===== src/rtl/onehot_seq_pkg.sv =====
`default_nettype none
// ============================================================================
// Module   : onehot_seq_pkg
// Brief    : Shared mode encoding and index-width helper for the sequencer.
// Revision : 1.0 - initial release
// ============================================================================
package onehot_seq_pkg;

    typedef enum logic [1:0] {
        SEQ_WRAP   = 2'd0,
        SEQ_SAT    = 2'd1,
        SEQ_BOUNCE = 2'd2,
        SEQ_RSVD   = 2'd3
    } seq_mode_e;

    // Index width never drops below one bit, even for tiny N.
    function automatic int idx_w(input int n);
        return (n > 2) ? $clog2(n) : 1;
    endfunction

endpackage
`default_nettype wire


===== src/rtl/onehot_sequencer_dec.sv =====
`default_nettype none
// ============================================================================
// Module   : onehot_sequencer_dec
// Brief    : Combinational binary-to-one-hot decoder with N outputs.
// Revision : 1.0 - initial release
// ============================================================================
module onehot_sequencer_dec
    import onehot_seq_pkg::*;
#(
    parameter  int N = 16,
    localparam int W = idx_w(N)
) (
    input  logic [W-1:0] i_bin,
    output logic [N-1:0] o_one_hot
);

    for (genvar g = 0; g < N; g++) begin : g_bit
        assign o_one_hot[g] = (i_bin == W'(g));
    end

endmodule
`default_nettype wire


===== src/rtl/onehot_sequencer.sv =====
`default_nettype none
// ============================================================================
// Module   : onehot_sequencer
// Brief    : Registered one-hot sequencer with load, up/down stepping and
//            wrap / saturate / bounce end behaviour. Optional sticky error
//            on out-of-range loads is enabled by ONEHOT_SEQ_ERR_EN.
// Revision : 1.0 - initial release
// ============================================================================
module onehot_sequencer
    import onehot_seq_pkg::*;
#(
    parameter  int N         = 16,
    parameter  int RESET_IDX = 0,
    localparam int W         = idx_w(N)
) (
    input  logic         clk,
    input  logic         rst_n,
`ifdef ONEHOT_SEQ_ERR_EN
    input  logic         err_clr,
    output logic         err,
`endif
    input  logic         en,
    input  logic         dir,
    input  logic [1:0]   mode,
    input  logic         load,
    input  logic [W-1:0] load_idx,
    output logic [W-1:0] index,
    output logic [N-1:0] one_hot,
    output logic         wrap,
    output logic         at_end
);

    localparam logic [W-1:0] c_last   = W'(N - 1);
    localparam logic [W-1:0] c_penult = W'(N - 2);
    localparam logic [W-1:0] c_one    = W'(1);
    localparam logic [W-1:0] c_reset  = W'(RESET_IDX);
    localparam logic [W:0]   c_n_ext  = N[W:0];

    logic [W-1:0] r_index;
    logic         r_flip;
    logic         r_wrap;
    logic [W-1:0] w_index_nxt;
    logic         w_flip_nxt;
    logic         w_wrap_nxt;
    logic         w_edir;
    logic         w_at_end;
    logic         w_load_bad;
    seq_mode_e    w_mode;
`ifdef ONEHOT_SEQ_ERR_EN
    logic         r_err;
    logic         w_err_set;
`endif

    assign w_mode     = seq_mode_e'(mode);
    assign w_edir     = dir ^ r_flip;
    assign w_at_end   = w_edir ? (r_index == '0) : (r_index == c_last);
    // Widened compare keeps the test meaningful when N is a power of two.
    assign w_load_bad = ({1'b0, load_idx} >= c_n_ext);

    always_comb begin
        w_index_nxt = r_index;
        w_flip_nxt  = (w_mode == SEQ_BOUNCE) ? r_flip : 1'b0;
        w_wrap_nxt  = 1'b0;
`ifdef ONEHOT_SEQ_ERR_EN
        w_err_set   = 1'b0;
`endif
        if (load) begin
            if (w_load_bad) begin
`ifdef ONEHOT_SEQ_ERR_EN
                w_err_set   = 1'b1;
`else
                w_index_nxt = c_last;
                w_flip_nxt  = 1'b0;
`endif
            end else begin
                w_index_nxt = load_idx;
                w_flip_nxt  = 1'b0;
            end
        end else if (en) begin
            if (!w_at_end) begin
                w_index_nxt = w_edir ? (r_index - c_one) : (r_index + c_one);
            end else begin
                case (w_mode)
                    SEQ_SAT: begin
                        w_index_nxt = r_index;
                    end
                    SEQ_BOUNCE: begin
                        // Turn around and immediately take one step the other way.
                        w_flip_nxt  = ~r_flip;
                        w_index_nxt = w_edir ? c_one : c_penult;
                        w_wrap_nxt  = 1'b1;
                    end
                    default: begin
                        w_index_nxt = w_edir ? c_last : '0;
                        w_wrap_nxt  = 1'b1;
                    end
                endcase
            end
        end
    end

    always_ff @(posedge clk or negedge rst_n) begin
        if (!rst_n) begin
            r_index <= c_reset;
            r_flip  <= 1'b0;
            r_wrap  <= 1'b0;
        end else begin
            r_index <= w_index_nxt;
            r_flip  <= w_flip_nxt;
            r_wrap  <= w_wrap_nxt;
        end
    end

`ifdef ONEHOT_SEQ_ERR_EN
    // A fresh error outranks a simultaneous clear.
    always_ff @(posedge clk or negedge rst_n) begin
        if (!rst_n) begin
            r_err <= 1'b0;
        end else if (w_err_set) begin
            r_err <= 1'b1;
        end else if (err_clr) begin
            r_err <= 1'b0;
        end
    end

    assign err = r_err;
`endif

    onehot_sequencer_dec #(.N(N)) u_dec (
        .i_bin     (r_index),
        .o_one_hot (one_hot)
    );

    assign index  = r_index;
    assign wrap   = r_wrap;
    assign at_end = w_at_end;

endmodule
`default_nettype wire


===== config.mk =====
export PLATFORM = sky130hd
export DESIGN_NAME = onehot_sequencer
export DESIGN_NICKNAME = d
export VERILOG_FILES = /design/src/rtl/onehot_seq_pkg.sv /design/src/rtl/onehot_sequencer_dec.sv /design/src/rtl/onehot_sequencer.sv
export SDC_FILE = /design/constraint.sdc
export NUM_CORES = 1
export LEC_CHECK = 0
export BUFFER_PORTS_ARGS = -buffer_cell sky130_fd_sc_hd__buf_2
export CAP_MARGIN = 5
export CORE_AREA = 5 5 50 52
export DETAILED_ROUTE_END_ITERATION = 12
export DIE_AREA = 0 0 55 57
export GPL_TIMING_DRIVEN = 0
export SLEW_MARGIN = 20
export SYNTH_ARGS = -nofsm -noshare
export SYNTH_HDL_FRONTEND = slang
export SYNTH_SLANG_ARGS = --single-unit

===== constraint.sdc =====
create_clock -name clk -period 3.4 [get_ports clk]
set_clock_uncertainty 0.1 [all_clocks]
set_input_delay 1.02 -clock clk [delete_from_list [all_inputs] [get_ports clk]]
set_output_delay 1.02 -clock clk [all_outputs]
set_load 0.01 [all_outputs]

# Word-level counts from Yosys, hierarchy flattened
# Cells that the tools add are included.
# Widths: inputs -> output; s select.
classes:
  addsub: 2
  eq_ne: 18
  muxes: 17
  bitwise: 2
  n_reduce_logical: 3
ops:
  columns: ["cell", "n"]
  rows:
  - ["$eq 4x4->1 const B", 8]
  - ["$mux 4", 6]
  - ["$eq 4x3->1 const B", 4]
  - ["$mux 1", 10]
  - ["$eq 4x2->1 const B", 2]
  - ["$pmux 4 s2", 1]
  - ["$add 4x1->4 const B", 1]
  - ["$eq 4x1->1 const B", 1]
  - ["$logic_not 4->1", 1]
  - ["$sub 4x1->4 const B", 1]
  - ["$ne 3x3->1 const B", 1]
  - ["$eq 2x1->1 const B", 1]
  - ["$eq 2x2->1 const B", 1]
  - ["$reduce_and 2->1", 1]
  - ["$reduce_bool 2->1", 1]
  - ["$not 1->1", 1]
  - ["$xor 1x1->1", 1]
word_totals:
  register_bits: 6
  input_bits: 11
  output_inout_bits: 22

# Depth between registers and ports, before layout
logic_depth:
  depth_word: 6
  mapped_depth: 7
  mapped_depth_nobuf: 7

# By module
# From an unflattened synthesis, not the netlist that was laid out.
hier_totals:
  hier_cells: 69
  area_unflattened_um2: 725.7
modules_own_cells:
  columns: ["mod", "n_inst", "cells_per_inst", "area_each_um2", "seq_area_each_um2"]
  rows:
  - ["onehot_sequencer", 1, 49, 499.2, 150.1]
  - ["onehot_sequencer_dec", 1, 20, 226.5, 0.0]

# Worst setup path before layout
# No wires, ideal clock.
synth_timing:
  path_type: "input-to-output"
  from: "in dir"
  to: "out at_end"
  t_arrival_ns: 1.722
  t_required_ns: 2.280
  setup_slack_ns: 0.558
  path_stages: 2
  n_path_buf: 0
  path_cell_list: "xnor2_2 mux2_4"
synth_via:
  elab_chain_cells: 2
synth_rtl:
  columns: ["item", "line", "text"]
  rows:
  - ["start: declaration", "onehot_sequencer.sv:23", "input logic dir,"]
  - ["$xor 1x1->1", "onehot_sequencer.sv:55", "assign w_edir = dir ^ r_flip;"]
  - ["$mux 1", "onehot_sequencer.sv:56", "assign w_at_end = w_edir ? (r_index == '0) : (r_index == c_last);"]
  - ["end: declaration", "onehot_sequencer.sv:30", "output logic at_end"]
# Every way passes these cells.

# Worst setup path in the final report
# Same ends and word-level chain as after synthesis.

==> results.sh <==
export IMPL_drc=0
export IMPL_place_detailed_hpwl_um=1440
export IMPL_num_rows=17
export IMPL_r2r_cells=7
export IMPL_setup_violations=0
export IMPL_final_common_cell="buf_2"
export IMPL_required_ps=2280
export IMPL_cts_htree_levels=1
export IMPL_gr_total_overflow=0
export IMPL_fillCellCount=222
export IMPL_p_leak_nw=0.461
export IMPL_worstMarginPinSlew_ps=461
export IMPL_rsz0062_at_grt="no"
export IMPL_diodes=0
export IMPL_synth_distinct_cells=31
export IMPL_clock_path_buffers=2
export IMPL_avgSynthCellArea_um2=8.45
export IMPL_coreArea_um2=2060
export IMPL_die_y_um=57
export IMPL_arrival_ps=2090
export IMPL_grt_max_degree=11
export IMPL_final_cell_mix="buf_2, and2_1, and3_1, dfrtp_1, ha_1"
export IMPL_hp_class="in2async"
export IMPL_drive_gt1_share_pct=35.4
export IMPL_ant_nets=0
export IMPL_die_x_um=55
export IMPL_place_inst=138
export IMPL_grt_pass1_wl_um=2970
export IMPL_seq_area_frac_synth_pct=22.8
export IMPL_vias=709
export IMPL_worst_setup_path_start_kind="input port"
export IMPL_cts_resized=0
export IMPL_status="finished, final reports clean"
export IMPL_area_delta_synth_final_pct=33.0
export IMPL_worstPathMaxFanout=9
export IMPL_timing_fmax_mhz=311
export IMPL_min_period_ps=3210
export IMPL_cts_setup_buffers=0
export IMPL_cts_root_buf="clkbuf_4"
export IMPL_hold_violations=0
export IMPL_power_mw=0.338
export IMPL_fin_crit_sh_pct=94.4
export IMPL_grt_pass1_vias=688
export IMPL_fin_nets=131
export IMPL_worst_setup_path_type="in2out"
export IMPL_final_setup_tns_ps=0
export IMPL_cts_made_buffers=3
export IMPL_wl_per_cell_um=12.5
export IMPL_antenna_found_initial=0
export IMPL_firstDrtPassIters=2
export IMPL_crit_path_end_kind="output port"
export IMPL_peakVddDrop_uv=243
export IMPL_cts_sinks=6
export IMPL_hold_buffers=0
export IMPL_max_cap_viol_count=0
export IMPL_ys_ff_latch=6
export IMPL_grt_usage_pct=12.6
export IMPL_p_per_area_nw_per_um2=386
export IMPL_place_gp_congestion=0.782
export IMPL_insertion_delay_ps=250
export IMPL_drt_initial_drc_count=3
export IMPL_final_cells=141
export IMPL_port_buffers=32
export IMPL_reg2reg_to="index[3]$_DFFE_PN0P_"
export IMPL_die_area_um2=3140
export IMPL_drv_slew=0
export IMPL_synth_nets=94
export IMPL_via_per_inst=5.03
export IMPL_r2r_slack_ps=1170
export IMPL_start_util_pct=32.0
export IMPL_syn_inst=78
export IMPL_routed_wl_um=1770
export IMPL_clkTransAtPathRegs_ps=50
export IMPL_reg2reg_from="index[0]$_DFFE_PN0P_"
export IMPL_synth_warnings=0
export IMPL_cts_tree="yes"
export IMPL_synth_cell_area_um2=659
export IMPL_max_slew_margin_rel_pct=69.1
export IMPL_ioPinCount=33
-- worst max path at each step --
stage               startpoint  endpoint
global placement           dir    at_end
detailed placement         dir    at_end
finish                     dir    at_end
CTS                        dir    at_end
floorplan                  dir    at_end
global route               dir    at_end
-- state kept, by name (all words and copies together), names as in the netlist --
| name | cells |
|---|---|
| index | 4 |
| r_flip | 1 |
| wrap | 1 |
-- cell usage after synthesis --
library cell	number	area share, %
and2_1	11	10
and3_1	6	5.7
dfrtp_1	6	23
ha_1	5	9.5
inv_1	4	2.3
nand2_1	4	2.3
nand3_1	4	3.0
o21ai_0	4	3.0
nor2_1	3	1.7
nor2b_1	3	2.8
xnor2_1	3	4.0
nand2b_1	2	1.9
nand4_1	2	1.9
nor3b_1	2	2.3
o211ai_1	2	2.3
o21a_1	2	2.3
a21o_1	1	1.1
a311oi_1	1	1.3
a31oi_1	1	0.95
a31oi_4	1	3.2
a32o_1	1	1.5
buf_2	1	0.76
clkbuf_1	1	0.57
mux2_4	1	2.3
nor4bb_1	1	1.5
o2111ai_1	1	1.3
o21ai_1	1	0.76
o221a_2	1	1.7
o22ai_1	1	0.95
xnor2_2	1	2.5
xor2_1	1	1.3
-- metal layers --
| layer | vias to the layer above | share of wire, % | global-route usage [%] |
|---|---|---|---|
| met3 | 6 | 11 | 4.44 |
| li1 | 352 | - | - |
| met2 | 35 | 43 | 18.6 |
| met4 | 0 | 1.9 | 4.86 |
| met5 | - | 0 | 0 |
| met1 | 316 | 44 | 16.5 |
-- per-stage QoR --
step | setup WS, ps | hold slack [ps] | instance area (um^2) | util, %
final | 189 | 485 | 877 | 42.5
after global routing | 111 | 487 | 877 | 42.5
after CTS | 179 | 483 | 877 | 42.5
after detailed placement | 180 | 549 | 855 | 41.4
after global placement | 186 | 545 | 855 | 41.4
after floorplan | 558 | 549 | 659 | -
-- cells by family after synthesis --
group           after synthesis  share of synthesized area [%]
flops                         6                           22.8
xor+xnor                      5                           7.78
fa+ha+maj                     5                           9.49
mux                           1                           2.28
simple gates                 38                           33.6
buf+inv                       6                           3.60
compound gates               17                           20.5
-- report_power, final --
part	internal [mW]	switching [mW]	total (mW)
Sequential	0.0817	0.0125	0.0942
Clock	0.0399	0.0260	0.0659
Combinational	0.0773	0.101	0.178
Total	0.199	0.140	0.338
-- final cells by class --
cell class / count / area, um^2 / area share (%)
inverters: 4 / 15.0 / 1.71
clock buffers: 3 / 22.5 / 2.57
well taps: 28 / 35.0 / 3.99
plain buffers: 2 / 8.76 / 0.999
multi-input cells: 66 / 485 / 55.3
repair buffers: 32 / 160 / 18.3
flip-flops and latches: 6 / 150 / 17.1
-- worst max-delay path: stages --
cell and delay [ps]:
buf_2 120, xnor2_2 400, mux2_4 390, buf_2 150
Power figures use the tool's default switching activity.
